==> src/rtl/csa_pkg.sv <==
// Shared types and default sizing for the sequential slice adder arbiter.
package csa_pkg;

    typedef enum logic [1:0] {
        IDLE = 2'd0,
        RUN  = 2'd1,
        DONE = 2'd2
    } state_e;

    localparam int SLICE_W_DEF    = 9;
    localparam int NUM_SLICES_DEF = 4;

endpackage

==> src/rtl/csa_slice_cin.sv <==
// One SLICE_W-bit adder slice with carry in and carry out.
module csa_slice_cin #(
    parameter int SLICE_W = 9
) (
    input  logic [SLICE_W-1:0] a_i,
    input  logic [SLICE_W-1:0] b_i,
    input  logic               cin_i,
    output logic [SLICE_W-1:0] sum_o,
    output logic               cout_o
);

    assign {cout_o, sum_o} = {1'b0, a_i} + {1'b0, b_i}
                           + {{SLICE_W{1'b0}}, cin_i};

endmodule

==> src/rtl/csa_seq_arb.sv <==
// Two-requester round-robin front end feeding a multi-cycle
// slice-serial adder; one result is in flight at a time.
module csa_seq_arb
    import csa_pkg::*;
#(
    parameter int SLICE_W    = SLICE_W_DEF,
    parameter int NUM_SLICES = NUM_SLICES_DEF
) (
    input  logic                          clk,
    input  logic                          rst_n,
    input  logic                          req0_valid,
    input  logic                          req1_valid,
    output logic                          req0_ready,
    output logic                          req1_ready,
    input  logic [SLICE_W*NUM_SLICES-1:0] req0_a,
    input  logic [SLICE_W*NUM_SLICES-1:0] req0_b,
    input  logic [SLICE_W*NUM_SLICES-1:0] req1_a,
    input  logic [SLICE_W*NUM_SLICES-1:0] req1_b,
    output logic                          resp_valid,
    input  logic                          resp_ready,
    output logic [SLICE_W*NUM_SLICES-1:0] resp_sum,
    output logic                          resp_cout,
    output logic                          resp_id,
    output logic                          busy
);

    localparam int OPW = SLICE_W * NUM_SLICES;
    localparam int KW  = $clog2(NUM_SLICES);
    localparam logic [KW-1:0] LAST = KW'(NUM_SLICES - 1);

    state_e         state_q, state_d;
    logic [KW-1:0]  k_q, k_d;
    logic           carry_q, carry_d;
    logic           rr_q, rr_d;
    logic           id_q, id_d;
    logic [OPW-1:0] a_q, a_d;
    logic [OPW-1:0] b_q, b_d;
    logic [OPW-1:0] sum_q, sum_d;

    logic               gnt0, gnt1, idle, accept;
    logic [SLICE_W-1:0] sl_a, sl_b, sl_sum;
    logic               sl_cout;

    assign gnt0   = req0_valid && (!req1_valid || !rr_q);
    assign gnt1   = req1_valid && (!req0_valid || rr_q);
    assign idle   = (state_q == IDLE);
    assign accept = idle && (req0_valid || req1_valid);

    // Gated by rst_n so no handshake is offered while held in reset.
    assign req0_ready = rst_n && idle && gnt0;
    assign req1_ready = rst_n && idle && gnt1;

    assign resp_valid = (state_q == DONE);
    assign busy       = !idle;
    assign resp_sum   = sum_q;
    assign resp_cout  = carry_q;
    assign resp_id    = id_q;

    assign sl_a = a_q[int'(k_q)*SLICE_W +: SLICE_W];
    assign sl_b = b_q[int'(k_q)*SLICE_W +: SLICE_W];

    csa_slice_cin #(
        .SLICE_W (SLICE_W)
    ) u_slice (
        .a_i    (sl_a),
        .b_i    (sl_b),
        .cin_i  (carry_q),
        .sum_o  (sl_sum),
        .cout_o (sl_cout)
    );

    always_comb begin
        state_d = state_q;
        k_d     = k_q;
        carry_d = carry_q;
        rr_d    = rr_q;
        id_d    = id_q;
        a_d     = a_q;
        b_d     = b_q;
        sum_d   = sum_q;
        unique case (state_q)
            IDLE: begin
                if (accept) begin
                    state_d = RUN;
                    a_d     = gnt1 ? req1_a : req0_a;
                    b_d     = gnt1 ? req1_b : req0_b;
                    id_d    = gnt1;
                    rr_d    = !gnt1;
                    k_d     = '0;
                    carry_d = 1'b0;
                end
            end
            RUN: begin
                sum_d[int'(k_q)*SLICE_W +: SLICE_W] = sl_sum;
                carry_d = sl_cout;
                k_d     = k_q + KW'(1);
                if (k_q == LAST) begin
                    state_d = DONE;
                end
            end
            DONE: begin
                if (resp_ready) begin
                    state_d = IDLE;
                end
            end
            default: state_d = IDLE;
        endcase
    end

    always_ff @(posedge clk or negedge rst_n) begin
        if (!rst_n) begin
            state_q <= IDLE;
            k_q     <= '0;
            carry_q <= 1'b0;
            rr_q    <= 1'b0;
            id_q    <= 1'b0;
            a_q     <= '0;
            b_q     <= '0;
            sum_q   <= '0;
        end else begin
            state_q <= state_d;
            k_q     <= k_d;
            carry_q <= carry_d;
            rr_q    <= rr_d;
            id_q    <= id_d;
            a_q     <= a_d;
            b_q     <= b_d;
            sum_q   <= sum_d;
        end
    end

endmodule

==> config.mk <==
export PLATFORM = sky130hd
export DESIGN_NAME = csa_seq_arb
export DESIGN_NICKNAME = d
export VERILOG_FILES = /design/src/rtl/csa_pkg.sv /design/src/rtl/csa_slice_cin.sv /design/src/rtl/csa_seq_arb.sv
export SDC_FILE = /design/constraint.sdc
export NUM_CORES = 1
export LEC_CHECK = 0
export BUFFER_PORTS_ARGS = -buffer_cell sky130_fd_sc_hd__clkbuf_2
export CAP_MARGIN = 25
export CORE_UTILIZATION = 35
export CTS_CLUSTER_SIZE = 40
export DETAILED_ROUTE_END_ITERATION = 12
export MAX_ROUTING_LAYER = met4
export PLACE_DENSITY = 0.66
export SYNTH_ARGS = -nofsm -noshare
export SYNTH_HDL_FRONTEND = slang
export SYNTH_SLANG_ARGS = --single-unit
==> constraint.sdc <==
create_clock -name clk -period 4.2 [get_ports clk]
set_input_delay 0.63 -clock clk [delete_from_list [all_inputs] [get_ports clk]]
set_output_delay 0.63 -clock clk [all_outputs]
set_load 0.005 [all_outputs]
==> key figures, run 1 <==
Detailed routing
  • Routed wire per std cell: 19.2 um
  • Post-DRT Antenna Nets: 0
  • Metal2 WL: 7660 um
  • DR vias: 4,671
  • Top layer in use: met4
  • DR WL met3: 1210 um
  • DRC viols: 0
  • DR pass1 iterations: 9
  • Drt initial violations: 589
  • Drt total wl: 16,000 um
  • Vias per cell: 5.63
  • M1 WL: 6780 um

Global routing
  • Grt ovf: 0
  • Vias in the first global route: 4,674
  • First-pass GRT wire length: 25,700 um
  • Largest net degree at the start of global routing: 80
  • Initial antenna violation count: 0
  • Total Routing Usage GR: 0.219

Floorplanning
  • Die boundary height: 127 um
  • Io pins: 191
  • Initial Util: 0.359
  • Die Span X: 127 um
  • Row Count: 45
  • Core Box Area: 0.0152 mm2
  • Die area: 0.0161 mm2

Clocking
  • Post-CTS Hold Buffers: 0
  • CTS sink count: 115
  • Clock Tree Buf Depth: 2
  • Later-pin clock latency in the skew report: 0.42 ns
  • CTS root buffer: clkbuf_16
  • CTS tree: built
  • H-tree levels: 4
  • Setup bufs post-CTS: 0
  • Clock transition at path regs: 0.05 ns
  • Post_cts resized: 0
  • Number of buffers created by CTS: 17

Critical path
  • WP data arrival: 3.65 ns
  • CP peak stage delay: 0.64 ns
  • Setup crit start kind: register
  • Crit path max-delay cell type: dfrtp_1
  • WP data required: 4.49 ns
  • Crit end category: register
  • Crit-path max FO: 9
  • Worst-path cell chain: mux4_2, fa_1, fa_1, a211oi_1, o211ai_1, a21o_1, a32o_1
  • Setup CP Type: reg -> reg
  • Crit path top cell by count: fa_1

STA
  • RSZ-0062 raised after global routing: false
  • Tightest Pin Transition: 0.985 ns
  • Fin crit period: 3.36 ns
  • Skew final: 0.00989 ns
  • TNS Setup: 0 ns
  • Rel. slew slack: 0.341
  • Endpoints failing setup: 0
  • Fmax: 298 MHz
  • Fin Hold WS: 0.198 ns
  • Max Slew Vio Count: 0
  • Fin crit share: 0.799
  • Endpoints failing hold: 0

Power and ir drop
  • Total power draw: 6620 uW
  • VDD IR max: 0.552 mV
  • Power density over the cells: 926 mW/mm2
  • Combinational power share: 0.473
  • Sequential fraction of design power: 0.304
  • Switching share of total power: 0.405
  • Cell-internal power: 3940 uW
  • Leakage: 0.00386 uW
  • P_sw: 2680 uW
  • Clock network fraction of design power: 0.223

Layout
  • Share of post-route cells with drive strength above 1: 0.389
  • Most frequent cells in the layout: clkbuf_2 (189), dfrtp_1 (115), inv_1 (80)
  • Final nets: 793
  • Diode count: 0
  • Most common cell after layout, fill and taps aside: clkbuf_2
  • Synthesis-to-layout area growth: 31.1%

Place
  • Port Buffers: 190
  • Post-DP HPWL: 11,700 um
  • Placer Congestion: 0.894

Synthesis
  • Post-Syn Instances: 444
  • Avg Cell Area, Syn: 12.3 um2
  • Syn Nets: 608
  • Largest cells by area after synthesis: dfrtp_1 (53%), a222oi_1 (13%), mux4_2 (7.4%)
  • Leading area contributor after synthesis: dfrtp_1
  • Sequential element share of the synthesized area: 0.528
  • Warnings from Yosys: 0
  • Post-synth EDFFs: 0
  • Mapped Area: 0.00545 mm2
  • Fraction of registers with async set/reset: 1.00
  • Synth top area share: 0.528
  • Post-synthesis cell type count: 37
  • Top FF cell, synth: dfrtp_1
  • #FFs+latches synth: 115

Job
  • Max-cap violations: 0

Status
  • Outcome: finished clean

Hold path
  • Worst hold path class: in -> async
## Yosys cell counts (all sizes together), types with 2 or more instances
library cell	n
dfrtp	115
inv	81
a222oi	72
a22o	24
buf	19
mux4	18
clkbuf	13
ha	13
nand2	12
nor2	9
o21ai	9
a21oi	8
a32o	8
nand3	8
a21o	4
o31ai	4
nand2b	3
o211ai	3
xnor2	3
a211oi	2
and2	2
fa	2
nor3b	2
or3	2
## logic make-up after synthesis
family / share of synthesized area
AOI/OAI and AO/OA: 0.224
and+or+nand+nor: 0.0383
buffers and inverters: 0.0918
adders and majority gates: 0.0372
xor gates and xnor gates: 0.00642
DFF: 0.528
muxes: 0.0743
## registers in the layout, indices dropped and copies added, names as in the netlist
| register | count |
|---|---|
| resp_cout | 1 |
| rr_q | 1 |
| state_q | 2 |
| b_q | 36 |
| a_q | 36 |
| k_q | 2 |
| resp_id | 1 |
| resp_sum | 36 |
## worst max-delay path, delay by kind of cell, from the launching register on
| kind | cells | cell delay, ns |
|---|---|---|
| compound gates | 4 | 1.06 |
| fa+ha+maj | 2 | 0.95 |
| flops | 1 | 0.64 |
| mux | 1 | 0.59 |
## metal layers
layer,GRT usage,up-vias
met2,0.339,243
li1,-,2113
met4,0.0840,0
met1,0.278,2291
met5,-,-
met3,0.0515,24
## cell type report
class / count / area (um2)
flip-flops and latches: 115 / 2880
clock buffers: 21 / 440
multi-input cells: 216 / 2100
fillers: 1411 / 8050
repair buffers: 198 / 1030
well taps: 188 / 235
clock inverters: 11 / 160
inverters: 81 / 304
## power groups by stage
stage	clock, uW	combinational [uW]	sequential (uW)
2_1_floorplan	0	2290	1840
3_3_place_gp	0	2990	2010
3_5_place_dp	0	3100	2020
4_1_cts	1500	3120	2010
5_1_grt	1550	3480	2070
6_report	1480	3130	2010
## worst paths after layout
| check | cells past startpoint | slack [ns] | to | startpoint |
|---|---|---|---|---|
| worst min register to register | 2 | 0.48 | resp_sum[29] | resp_sum[29] |
| worst min-delay path | 1 | 0.20 | resp_sum[15] | rst_n |
| worst max register to register | 7 | 0.84 | resp_sum[17] | k_q[0] |
| max in group asynchronous | 3 | 3.06 | resp_sum[22] | rst_n |
| min in group clk | 2 | 0.42 | state_q[1] | resp_ready |
| worst max-delay path | 7 | 0.84 | resp_sum[17] | k_q[0] |
## through the flow
stage	util	instances	area (um2)	setup slack, ns
after floorplan	-	444	5450	1.10
after global placement	0.429	797	6520	0.979
after detailed placement	0.429	797	6520	0.912
after CTS	0.469	829	7120	0.843
after global routing	0.470	830	7150	0.666
final	0.470	830	7150	0.843
No activity file was read; power rests on OpenSTA's default activity.
==> run 2: changes to the inputs <==
==> constraint.sdc (replaced) <==
create_clock -name clk -period 3.2 [get_ports clk]
set_input_delay 0.48 -clock clk [delete_from_list [all_inputs] [get_ports clk]]
set_output_delay 0.48 -clock clk [all_outputs]
set_load 0.005 [all_outputs]
==> run 2 against run 1 <==
Non-clock buffer count is 1 higher. Critical path type unchanged. Largest cell class unchanged. Sequential power is 29% higher. Clock power is 35% higher. First-iteration DRC count is 22% higher. Clock skew is 0.0021 ns lower. Wire length is 0.31% higher. Die area stayed put. Highest routed layer unchanged.
==> key figures, run 2 (synthesis results as in run 1) <==
Global routing
  • Met3 GRT Util: 0.0489
  • GR Util met1: 0.279
  • First-pass GRT wire length: 25,000 um
  • Vias in the first global route: 4,534
  • M2 GR Usage: 0.326
  • Grt ovf: 0
  • Largest net degree at the start of global routing: 111
  • Most used routing layer: met2
  • Initial antenna violation count: 0
  • Total Routing Usage GR: 0.213

Critical path
  • Crit-path max FO: 4
  • WP data arrival: 3.28 ns
  • Reg2reg end: resp_sum[35]
  • Crit end category: register
  • Setup crit end: resp_sum[35]
  • Setup crit start kind: register
  • Setup CP Type: reg -> reg
  • FF-to-FF Start: k_q[0]
  • Crit path launch: k_q[0]
  • R2R depth: 7
  • Flop2flop setup slack: 0.21 ns
  • WP data required: 3.49 ns

Power and ir drop
  • Power density over the cells: 1210 mW/mm2
  • Sequential fraction of design power: 0.298
  • Leakage: 0.00387 uW
  • Clock network fraction of design power: 0.229
  • Switching share of total power: 0.399
  • Combinational power share: 0.473
  • VDD IR max: 0.694 mV
  • P_sw: 3480 uW
  • Cell-internal power: 5240 uW

Floorplanning
  • Io pins: 191
  • Die Span X: 127 um
  • Initial Util: 0.359
  • Row Count: 45
  • Core Box Area: 0.0152 mm2
  • Die boundary height: 127 um
  • Die area: 0.0161 mm2

STA
  • Endpoints failing hold: 0
  • Fin crit period: 2.99 ns
  • Rel. slew slack: 0.481
  • Endpoints failing setup: 0
  • Skew final: 0.00777 ns
  • Max Slew Vio Count: 0
  • Fmax: 335 MHz
  • Fin crit share: 0.934
  • Tightest Pin Transition: 0.779 ns
  • TNS Setup: 0 ns
  • Setup ws final: 0.212 ns
  • RSZ-0062 raised after global routing: false

Hold path
  • Worst hold path class: in -> reg
  • Hold Startpoint: resp_ready

Detailed routing
  • DR vias: 4,662
  • Vias per cell: 5.61
  • Drt initial violations: 719
  • Routed wire per std cell: 19.3 um
  • Drt total wl: 16,000 um
  • Post-DRT Antenna Nets: 0
  • DRC viols: 0
  • DR pass1 iterations: 11

Place
  • Port Buffers: 190
  • Setup WS pre-CTS: 0.211 ns
  • Post-DP HPWL: 11,900 um
  • Placer Congestion: 0.865

Job
  • Max-cap violations: 0

Layout
  • Synthesis-to-layout area growth: 32.0%
  • Share of post-route cells with drive strength above 1: 0.395
  • # fillers: 1,399
  • Most common cell after layout, fill and taps aside: clkbuf_2
  • Most frequent cells in the layout: clkbuf_2 (189), dfrtp_1 (115), inv_1 (80)
  • Diode count: 0
  • Final nets: 794

Clocking
  • Number of buffers created by CTS: 17
  • CTS sink count: 115
  • Clock transition at path regs: 0.05 ns
  • Setup bufs post-CTS: 0
  • Later-pin clock latency in the skew report: 0.41 ns
  • CTS root buffer: clkbuf_16
  • Post_cts resized: 0
  • H-tree levels: 4
  • Clock Tree Buf Depth: 2
  • CTS tree: built

Status
  • Outcome: finished clean
-- run 2: cell count changes in the layout (fill, tap and decap cells not counted) --
cell | before | now
clkinv_2 | 5 | 3
buf_16 | 1 | 0
clkinvlp_4 | 2 | 4
buf_4 | 8 | 7
dlygate4sd3_1 | 0 | 1
clkbuf_1 | 4 | 0
clkbuf_8 | 0 | 2
buf_12 | 0 | 2
clkinv_4 | 0 | 2
-- run 2: per-stage QoR --
| stage | instances | total power, uW | util | area (um2) | hold slack (ns) |
|---|---|---|---|---|---|
| 6_report | 831 | 8720 | 0.474 | 7200 | 0.267 |
| 5_1_grt | 831 | 9330 | 0.474 | 7200 | 0.265 |
| 4_1_cts | 831 | 8740 | 0.474 | 7200 | 0.254 |
| 3_5_place_dp | 798 | 6700 | 0.431 | 6560 | 0.333 |
| 3_3_place_gp | 798 | 6580 | 0.431 | 6560 | 0.335 |
| 2_1_floorplan | 444 | 5420 | - | 5450 | 0.184 |
-- run 2: power groups by stage --
stage	logic (uW)	clock network [uW]	registers, uW
after floorplan	3000	0	2420
after global placement	3980	0	2610
after detailed placement	4100	0	2610
after CTS	4120	2020	2600
after global routing	4570	2090	2670
final	4130	2000	2600
-- run 2: layout make-up --
cell class	instances	area (um2)	area share
inverters	81	304	0.0422
repair buffers	199	1050	0.146
clock inverters	13	183	0.0254
well taps	188	235	0.0327
flip-flops and latches	115	2880	0.400
clock buffers	19	453	0.0629
multi-input cells	216	2100	0.292
-- run 2: layer usage --
metal / up-vias / share of wire / routed length [um]
met1: 2281 / 0.44 / 7000
met5: - / 0 / 0
met4: 0 / 0.020 / 326
met3: 25 / 0.071 / 1140
met2: 237 / 0.47 / 7540
li1: 2119 / - / -
-- run 2: how the worst min path moves through the flow --
stage / slack, ns / depth (start not counted) / endpoint
global placement: 0.33 / 1 / b_q[6]
detailed placement: 0.33 / 1 / b_q[6]
CTS: 0.25 / 2 / state_q[1]
global route: 0.26 / 2 / state_q[1]
finish: 0.27 / 2 / state_q[1]
floorplan: 0.18 / 0 / a_q[0]
-- run 2: timing repair --
action	in CTS	in global routing
setup endpoints to repair	0	0
hold buffers	1	0
hold endpoints to repair	5	0
-- run 2: worst max-delay path: stages, from the launching register on --
cell and delay, ns:
dfrtp_1 0.42, mux4_2 0.55, fa_1 0.46, fa_1 0.46
a211oi_1 0.29, o211ai_1 0.17, a21o_1 0.25, a32o_1 0.26
==> run 3: changes to the inputs <==
--- a/config.mk
+++ b/config.mk
@@ -11,7 +11,7 @@
 export CTS_CLUSTER_SIZE = 40
 export DETAILED_ROUTE_END_ITERATION = 12
 export MAX_ROUTING_LAYER = met4
-export PLACE_DENSITY = 0.66
+export PLACE_DENSITY_LB_ADDON = 0.08
 export SYNTH_ARGS = -nofsm -noshare
 export SYNTH_HDL_FRONTEND = slang
 export SYNTH_SLANG_ARGS = --single-unit
==> run 3 against run 2 <==
Clock power down 10%. Non-clock buffer count stayed put. Setup slack gained 0.053 ns. Sequential share of layout area up 0.40 points. Core utilization shrank 0.45 points. Via count down 2.7%. Final area down 0.96%. Cell count fell by 0.12%. Critical path type unchanged.
==> key figures, run 3 (synthesis results as in run 1) <==
Status
  • Outcome: finished clean

Layout
  • Share of post-route cells with drive strength above 1: 0.391
  • Final nets: 794
  • Synthesis-to-layout area growth: 30.8%
  • Diode count: 0
  • Most common cell after layout, fill and taps aside: clkbuf_2
  • Final core occ: 0.469
  • Most frequent cells in the layout: clkbuf_2 (189), dfrtp_1 (114), inv_1 (80)

Clocking
  • Post_cts resized: 0
  • CTS tree: built
  • Clock Tree Buf Depth: 2
  • Post-CTS Hold Buffers: 0
  • Setup bufs post-CTS: 0
  • Number of buffers created by CTS: 17
  • Clock transition at path regs: 0.05 ns
  • H-tree levels: 4
  • CTS sink count: 115
  • CTS root buffer: clkbuf_16
  • Later-pin clock latency in the skew report: 0.41 ns

STA
  • Skew final: 0.00747 ns
  • Fin crit share: 0.917
  • Fin crit period: 2.93 ns
  • Max Slew Vio Count: 0
  • Tightest Pin Transition: 0.805 ns
  • Fmax: 341 MHz
  • Endpoints failing hold: 0
  • TNS Setup: 0 ns
  • Rel. slew slack: 0.463
  • RSZ-0062 raised after global routing: false
  • Endpoints failing setup: 0

Job
  • Max-cap violations: 0

Floorplanning
  • Die area: 0.0161 mm2
  • Die Span X: 127 um
  • Die boundary height: 127 um
  • Io pins: 191
  • Initial Util: 0.359
  • Core Box Area: 0.0152 mm2
  • Row Count: 45

Global routing
  • Total Routing Usage GR: 0.221
  • M2 GR Usage: 0.335
  • Vias in the first global route: 4,489
  • Initial antenna violation count: 0
  • Met3 GRT Util: 0.0561
  • First-pass GRT wire length: 25,500 um
  • Most used routing layer: met2
  • Largest net degree at the start of global routing: 116
  • GR Util met1: 0.286
  • Grt ovf: 0

Power and ir drop
  • Leakage: 0.00385 uW
  • Power density over the cells: 1200 mW/mm2
  • VDD IR max: 0.635 mV

Critical path
  • WP data required: 3.50 ns
  • Setup CP Type: reg -> reg
  • Reg2reg end: resp_sum[26]
  • Crit-path max FO: 4
  • R2R depth: 7
  • Crit end category: register
  • Flop2flop setup slack: 0.27 ns
  • Setup crit start kind: register
  • FF-to-FF Start: k_q[0]
  • WP data arrival: 3.23 ns

Detailed routing
  • Drt total wl: 16,200 um
  • Vias per cell: 5.47
  • DR vias: 4,538
  • Drt initial violations: 597
  • DRC viols: 0
  • Routed wire per std cell: 19.5 um
  • Post-DRT Antenna Nets: 0
  • DR pass1 iterations: 8

Place
  • Placer Congestion: 0.840
  • Post-DP HPWL: 11,900 um
  • Port Buffers: 190

Hold path
  • Worst hold path class: in -> async
-- run 3: changes by cell type in the layout (fill, tap and decap cells not counted) --
cell / delta
buf_4: +1
bufinv_16: -3
clkbuf_1: +4
clkbuf_8: +4
clkinv_4: -2
clkinvlp_4: -4
dfrtp_1: -1
dfrtp_2: +1
dlygate4sd3_1: -1
-- run 3: routing by layer --
layer	share of wire	wire, um
met5	0	0
met2	0.47	7640
met1	0.45	7210
met3	0.063	1010
met4	0.018	289
-- run 3: power by group --
part / switching, uW / total [uW] / leakage, uW / internal (uW)
clock network: 620 / 1800 / 0.000283 / 1180
registers: 461 / 2580 / 0.00147 / 2120
logic: 2370 / 4150 / 0.00210 / 1780
total: 3450 / 8530 / 0.00385 / 5090
-- run 3: how the worst max path moves through the flow --
stage	start	to	slack [ns]	cells after the start
detailed placement	k_q[0]	resp_sum[26]	0.27	7
finish	k_q[0]	resp_sum[26]	0.27	7
floorplan	k_q[0]	resp_sum[26]	0.1	8
global placement	k_q[0]	resp_sum[26]	0.31	7
CTS	k_q[0]	resp_sum[26]	0.26	7
global route	k_q[0]	resp_sum[26]	0.09	7
-- run 3: critical path, cell delays in order (launching register included) --
cell	delay, ns
dfrtp_2	0.41
mux4_2	0.53
fa_1	0.47
fa_1	0.44
a211oi_1	0.29
o211ai_1	0.16
a21o_1	0.26
a32o_1	0.26
-- run 3: through the flow --
step | setup WS [ns] | std cells | hold slack, ns | cell area, um2 | power (uW)
after global placement | 0.310 | 799 | 0.472 | 6570 | 6680
after floorplan | 0.0987 | 444 | 0.184 | 5450 | 5420
after global routing | 0.0869 | 830 | 0.291 | 7130 | 9200
after CTS | 0.255 | 830 | 0.248 | 7130 | 8600
after detailed placement | 0.271 | 799 | 0.473 | 6570 | 6760
final | 0.265 | 830 | 0.239 | 7130 | 8530
-- run 3: area by class of cell --
cell class	count	area, um2
clock inverter	4	45.0
fill	1443	8070
sequential	115	2880
clock buffer	27	523
tap	188	235
timing repair buffer	199	1050
inverter	81	304
multi-input combinational	216	2100
